## src/rtl/seg_pkg.sv

```systemverilog
// seg_pkg: shared constants, state type and helpers for the 7-segment scan driver.
//   SEG_BLANK  - all cathodes off (active-low)
//   AN_OFF     - all anodes off (active-low)
//   SEG_TABLE  - hex digit to {g,f,e,d,c,b,a} active-low pattern
//   clog2      - ceil(log2(n)), minimum 1, for sizing counters
package seg_pkg;

    localparam logic [6:0] SEG_BLANK = 7'h7F;
    localparam logic [3:0] AN_OFF    = 4'hF;

    localparam logic [6:0] SEG_TABLE [16] = '{
        7'h40, 7'h79, 7'h24, 7'h30, 7'h19, 7'h12, 7'h02, 7'h78,
        7'h00, 7'h10, 7'h08, 7'h03, 7'h46, 7'h21, 7'h06, 7'h0E
    };

    // ST_IDLE: held in reset, nothing on the display.
    // ST_SCAN: free-running slot/digit scan.
    typedef enum logic {
        ST_IDLE,
        ST_SCAN
    } scan_state_t;

    function automatic int unsigned clog2(input int unsigned n);
        int unsigned r;
        r = 1;
        while ((longint'(1) << r) < longint'(n)) begin
            r++;
        end
        return r;
    endfunction

endpackage

```

## src/rtl/hex7seg_decode.sv

```systemverilog
// hex7seg_decode: combinational hex digit to 7-segment pattern.
//   hex - 4-bit digit value
//   seg - cathodes {g,f,e,d,c,b,a}, active-low
module hex7seg_decode
    import seg_pkg::*;
(
    input  logic [3:0] hex,
    output logic [6:0] seg
);

    always_comb begin
        seg = SEG_TABLE[hex];
    end

endmodule

```

## src/rtl/seg_scan_driver.sv

```systemverilog
// seg_scan_driver: multiplexed 4-digit common-anode 7-segment driver.
//   clk         - master clock
//   clr_n       - synchronous active-low reset
//   value       - four hex digits, digit 0 in value[3:0] (rightmost)
//   dp_in       - decimal point request per digit, active-high
//   digit_en    - digit enable per digit, active-high
//   an          - anode drives, active-low, an[k] selects digit k
//   seg         - cathodes {g,f,e,d,c,b,a}, active-low
//   dp          - decimal point cathode, active-low
//   frame_start - one-cycle pulse in the first cycle of each 4-slot frame
// Each digit gets a SCAN_DIV-cycle slot whose first BLANK_CYC cycles are dark.
// The inputs are snapshotted once per frame so a frame never mixes values.
module seg_scan_driver
    import seg_pkg::*;
#(
    parameter int unsigned SCAN_DIV  = 131072,
    parameter int unsigned BLANK_CYC = 1024
) (
    input  logic        clk,
    input  logic        clr_n,
    input  logic [15:0] value,
    input  logic [3:0]  dp_in,
    input  logic [3:0]  digit_en,
    output logic [3:0]  an,
    output logic [6:0]  seg,
    output logic        dp,
    output logic        frame_start
);

    localparam int unsigned    CW        = clog2(SCAN_DIV);
    localparam logic [CW-1:0]  CNT_LAST  = CW'(SCAN_DIV - 1);
    localparam logic [CW-1:0]  CNT_BLANK = CW'(BLANK_CYC);

    // state/cnt/idx describe the position of the cycle currently on the pins.
    scan_state_t   state, state_nxt;
    logic [CW-1:0] cnt, cnt_nxt;
    logic [1:0]    idx, idx_nxt;

    logic [15:0] snap_val;
    logic [3:0]  snap_dp;
    logic [3:0]  snap_en;

    logic        capture;
    logic [15:0] eff_val;
    logic [3:0]  eff_dp;
    logic [3:0]  eff_en;
    logic [3:0]  digit;
    logic [6:0]  digit_seg;

    logic [3:0]  an_nxt;
    logic [6:0]  seg_nxt;
    logic        dp_nxt;
    logic        frame_start_nxt;

    // State register
    always_ff @(posedge clk) begin
        if (!clr_n) begin
            state <= ST_IDLE;
            cnt   <= '0;
            idx   <= '0;
        end else begin
            state <= state_nxt;
            cnt   <= cnt_nxt;
            idx   <= idx_nxt;
        end
    end

    // Next-state logic: leaving IDLE lands on slot 0, count 0 (frame start).
    always_comb begin
        state_nxt = ST_SCAN;
        cnt_nxt   = '0;
        idx_nxt   = '0;
        if (state == ST_SCAN) begin
            if (cnt == CNT_LAST) begin
                idx_nxt = idx + 2'd1;
            end else begin
                cnt_nxt = cnt + 1'b1;
                idx_nxt = idx;
            end
        end
    end

    // Snapshot taken on the edge closing the frame_start cycle.
    assign capture = (state == ST_SCAN) && (cnt == '0) && (idx == 2'd0);

    always_ff @(posedge clk) begin
        if (!clr_n) begin
            snap_val <= '0;
            snap_dp  <= '0;
            snap_en  <= '0;
        end else if (capture) begin
            snap_val <= value;
            snap_dp  <= dp_in;
            snap_en  <= digit_en;
        end
    end

    // Outputs are registered from the next position, so the capture edge must
    // see the values being captured (matters when BLANK_CYC is 1).
    assign eff_val = capture ? value    : snap_val;
    assign eff_dp  = capture ? dp_in    : snap_dp;
    assign eff_en  = capture ? digit_en : snap_en;
    assign digit   = eff_val[{idx_nxt, 2'b00} +: 4];

    hex7seg_decode u_decode (
        .hex (digit),
        .seg (digit_seg)
    );

    // Output logic
    always_comb begin
        an_nxt          = AN_OFF;
        seg_nxt         = SEG_BLANK;
        dp_nxt          = 1'b1;
        frame_start_nxt = (cnt_nxt == '0) && (idx_nxt == 2'd0);
        if ((cnt_nxt >= CNT_BLANK) && eff_en[idx_nxt]) begin
            an_nxt  = ~(4'b0001 << idx_nxt);
            seg_nxt = digit_seg;
            dp_nxt  = ~eff_dp[idx_nxt];
        end
    end

    always_ff @(posedge clk) begin
        if (!clr_n) begin
            an          <= AN_OFF;
            seg         <= SEG_BLANK;
            dp          <= 1'b1;
            frame_start <= 1'b0;
        end else begin
            an          <= an_nxt;
            seg         <= seg_nxt;
            dp          <= dp_nxt;
            frame_start <= frame_start_nxt;
        end
    end

endmodule

```

## config.mk

```make
export PLATFORM = sky130hd
export DESIGN_NAME = seg_scan_driver
export DESIGN_NICKNAME = d
export VERILOG_FILES = /design/src/rtl/seg_pkg.sv /design/src/rtl/hex7seg_decode.sv /design/src/rtl/seg_scan_driver.sv
export SDC_FILE = /design/constraint.sdc
export NUM_CORES = 1
export LEC_CHECK = 0
export BUFFER_PORTS_ARGS = -buffer_cell sky130_fd_sc_hd__buf_2
export CORE_ASPECT_RATIO = 0.6
export CORE_MARGIN = 4
export CORE_UTILIZATION = 57
export DETAILED_ROUTE_END_ITERATION = 7
export GPL_ROUTABILITY_DRIVEN = 0
export PLACE_DENSITY_LB_ADDON = 0.3
export SLEW_MARGIN = 10
export SYNTH_ARGS = -nofsm -noshare
export SYNTH_HDL_FRONTEND = slang
export SYNTH_SLANG_ARGS = --single-unit
```

## constraint.sdc

```tcl
create_clock -name clk -period 4.1 [get_ports clk]
set_input_delay 0.82 -clock clk [delete_from_list [all_inputs] [get_ports clk]]
set_output_delay 0.82 -clock clk [all_outputs]
set_load 0.01 [all_outputs]
```

==> flow_metrics.tcl <==
set metrics [dict create \
    path_buf_inv 1 \
    cpPeakStageDelay_ps 400 \
    grt_use_met1 0.3383 \
    grt_util_met2 0.3098 \
    synthFlopType "dfxtp_1" \
    crit_path_start_kind "flop" \
    async_reset_ff_frac 0 \
    antenna_left 0 \
    clk_latency_ps 350 \
    maxCapViolCount 0 \
    place_area_sq_um 3114 \
    synth_area_per_cell_sq_um 9.178 \
    status "finished, final reports clean" \
    n_fill_cell 378 \
    cpLargestDelayFamily "simple AND/OR/NAND/NOR gates" \
    dieArea_sq_um 6331 \
    finalHoldWorstSlack_ps 486.8 \
    cts_resized 0 \
    worstPathMaxFanout 6 \
    grt.total_usage 0.2288 \
    drc 0 \
    ys_seq_area_frac 0.3934 \
    synth_cells 316 \
    crit_path_end_kind "flop" \
    dr_total_vias 2420 \
    fin_crit_ps 3628 \
    ctsHoldBuffers 0 \
    diodes 0 \
    grt-busiest-layer "met1" \
    peakVddDrop_mv 0.3353 \
    yosys_register_bits 57 \
    grt_pass1_wl_um 11340 \
    fin_tns_setup_ps 0 \
    internal_power_uw 939.3 \
    clock_sinks 57 \
    finalMaxSlewViolations 0 \
    cts_max_path_buffers 2 \
    nNetsFinal 389 \
    row_count 19 \
    relSlewSlack 0.5176 \
    crit_arrival_ps 3890 \
    skew_ps 5.896 \
    crit_chain "ha_1, nand3_1, nor2_1, nand3_1, nor2_1, ha_1, xnor2_1, nand2b_1, mux2i_1, mux2i_1, mux2_2, inv_1, ha_1, and2_1, a21oi_1, o221ai_1" \
    seq_power_share 0.469 \
    synthesis.nets 351 \
    placement.io_buffers 38 \
    root_buffer "clkbuf_8" \
    clk_pin_slew_worst_paths_ps 60 \
    crit_slowest_cell "dfxtp_1" \
    power_density_nw_per_um2 375.2 \
    die_y_um 63.26 \
    fin_crit_sh 0.8850 \
    hold_viol 0 \
    combPwrFrac 0.110 \
    ios 39 \
    worstPathRequired_ps 4360 \
    syn-cell-area_sq_um 2900 \
    fmax_mhz 275.6 \
    htree_levels 3 \
    hold_path.class "flop to flop" \
    initial_core_util 0.6131 \
    drt-vias-per-instance 5.748 \
    fp.dieW_um 100.1 \
    synth_cell_types 51 \
    cts_setup_buffers 0 \
    wirelength_um 6713 \
    drt_iter0_drc 208 \
    crit_type "flop to flop" \
    setup-violations-final 0 \
    cts_tree "built" \
    p_leak_uw 0.001349 \
    fin_area_sq_um 3309 \
    switchingPower_uw 302.3 \
    area_growth_pct 14.11 \
    first_global_vias 2304 \
    final_cell_mix "dfxtp_1, nor2_1, buf_2" \
    rsz0062_at_grt "false" \
    core_sq_um 4731 \
    wl_per_cell_um 15.95 \
    drive_gt1_frac 0.2039 \
    critPathMostFrequentCell "ha_1" \
    dp_hpwl_um 5035 \
    grt_max_degree 28 \
    synth_edf_count 0 \
    cts_buffers 9 \
    drt-pass1-iter-count 5 \
    grtUsageMet3 0.07387 \
    antenna_found_initial 0 \
    gr-total-overflow 0 \
    clockPowerShare 0.422 \
    worstMarginPinSlew_ps 718.2 \
    switching_share 0.2435 \
    final_common_cell "dfxtp_1" \
    yosys_warnings 0 \
]
[Yosys cell counts, drive strengths merged (2+ instances only)]
| cell | n | area (sq um) |
|---|---|---|
| o21ai | 8 | 40.03 |
| xnor2 | 8 | 70.07 |
| or3 | 3 | 18.77 |
| inv | 15 | 56.30 |
| nor2b | 2 | 12.51 |
| dfxtp | 57 | 1141 |
| nand2b | 4 | 25.02 |
| nand4b | 2 | 17.52 |
| mux2i | 32 | 320.3 |
| a31oi | 5 | 31.28 |
| and3 | 2 | 12.51 |
| a21oi | 11 | 55.05 |
| nor4 | 3 | 33.78 |
| a2111oi | 2 | 17.52 |
| clkbuf | 7 | 26.28 |
| xor2 | 6 | 52.55 |
| mux4 | 2 | 45.04 |
| a21boi | 8 | 60.06 |
| a2111o | 2 | 22.52 |
| a211oi | 2 | 15.01 |
| o221ai | 3 | 32.53 |
| a22oi | 3 | 22.52 |
| mux2 | 5 | 56.30 |
| nor3b | 2 | 15.01 |
| buf | 9 | 66.31 |
| nor3 | 3 | 15.01 |
| nor2 | 50 | 187.7 |
| nand4 | 3 | 18.77 |
| nand3 | 17 | 85.08 |
| ha | 9 | 112.6 |
| nand2 | 13 | 48.80 |
| nand3b | 3 | 22.52 |
| and2 | 2 | 12.51 |
[cell families (layout without fill, tap and decap cells)]
logic type               count (synthesis)  count (layout)  share of synthesized area
AO/OA/AOI/OAI                           51              51                     0.1277
XOR/XNOR                                14              14                    0.04228
adder cells (fa/ha/maj)                  9               9                    0.03883
buffers and inverters                   32              74                    0.05263
flip-flops                              57              57                     0.3934
multiplexers                            39              39                     0.1454
AND/OR/NAND/NOR                        114             114                     0.1997
[registers in the layout, summed over array words and instances (netlist names)]
name and flops:
dp 1, an 4, seg 7, cnt 17, snap_dp 4, frame_start 1
snap_val 16, state 1, snap_en 4, idx 2
[power groups by stage]
| stage | logic, uW | registers [uW] | clock network [uW] |
|---|---|---|---|
| CTS | 134 | 582 | 528 |
| finish | 136 | 582 | 524 |
| floorplan | 98.0 | 589 | 0 |
| detailed placement | 133 | 593 | 0 |
| global placement | 129 | 593 | 0 |
| global route | 150 | 583 | 558 |
[layout make-up]
type,instances,area (sq um),area share
timing repair buffer,43,227.7,0.06881
inverter,16,60.06,0.01815
clock buffer,12,155.1,0.04688
clock inverter,3,40.04,0.01210
tap,63,78.83,0.02382
multi-input combinational,227,1607,0.4854
sequential,57,1141,0.3448
[routing by layer]
| layer | vias to the layer above | share of wire | routed length, um |
|---|---|---|---|
| li1 | 1194 | - | - |
| met1 | 1105 | 0.50 | 3388 |
| met2 | 108 | 0.39 | 2619 |
| met3 | 13 | 0.091 | 614 |
| met4 | 0 | 0.014 | 92 |
| met5 | - | 0 | 0 |
[per-stage QoR]
stage,util,setup WS [ps],power (uW),cells
2_1_floorplan,-,555.8,687.5,316
3_3_place_gp,0.6583,637.4,721.8,406
3_5_place_dp,0.6583,507.5,726.7,406
4_1_cts,0.6996,475.2,1244,421
5_1_grt,0.6996,136.2,1291,421
6_report,0.6996,471.7,1242,421
[worst paths after layout]
| check | startpoint | endpoint | slack [ps] | depth (start not counted) |
|---|---|---|---|---|
| setup / recovery | cnt[0] | seg[5] | 470 | 16 |
| hold / removal | cnt[0] | cnt[0] | 490 | 1 |
| setup reg to reg | cnt[0] | seg[5] | 470 | 16 |
| hold reg to reg | cnt[0] | cnt[0] | 490 | 1 |
Note: power is estimated with default switching activity, not from simulation.
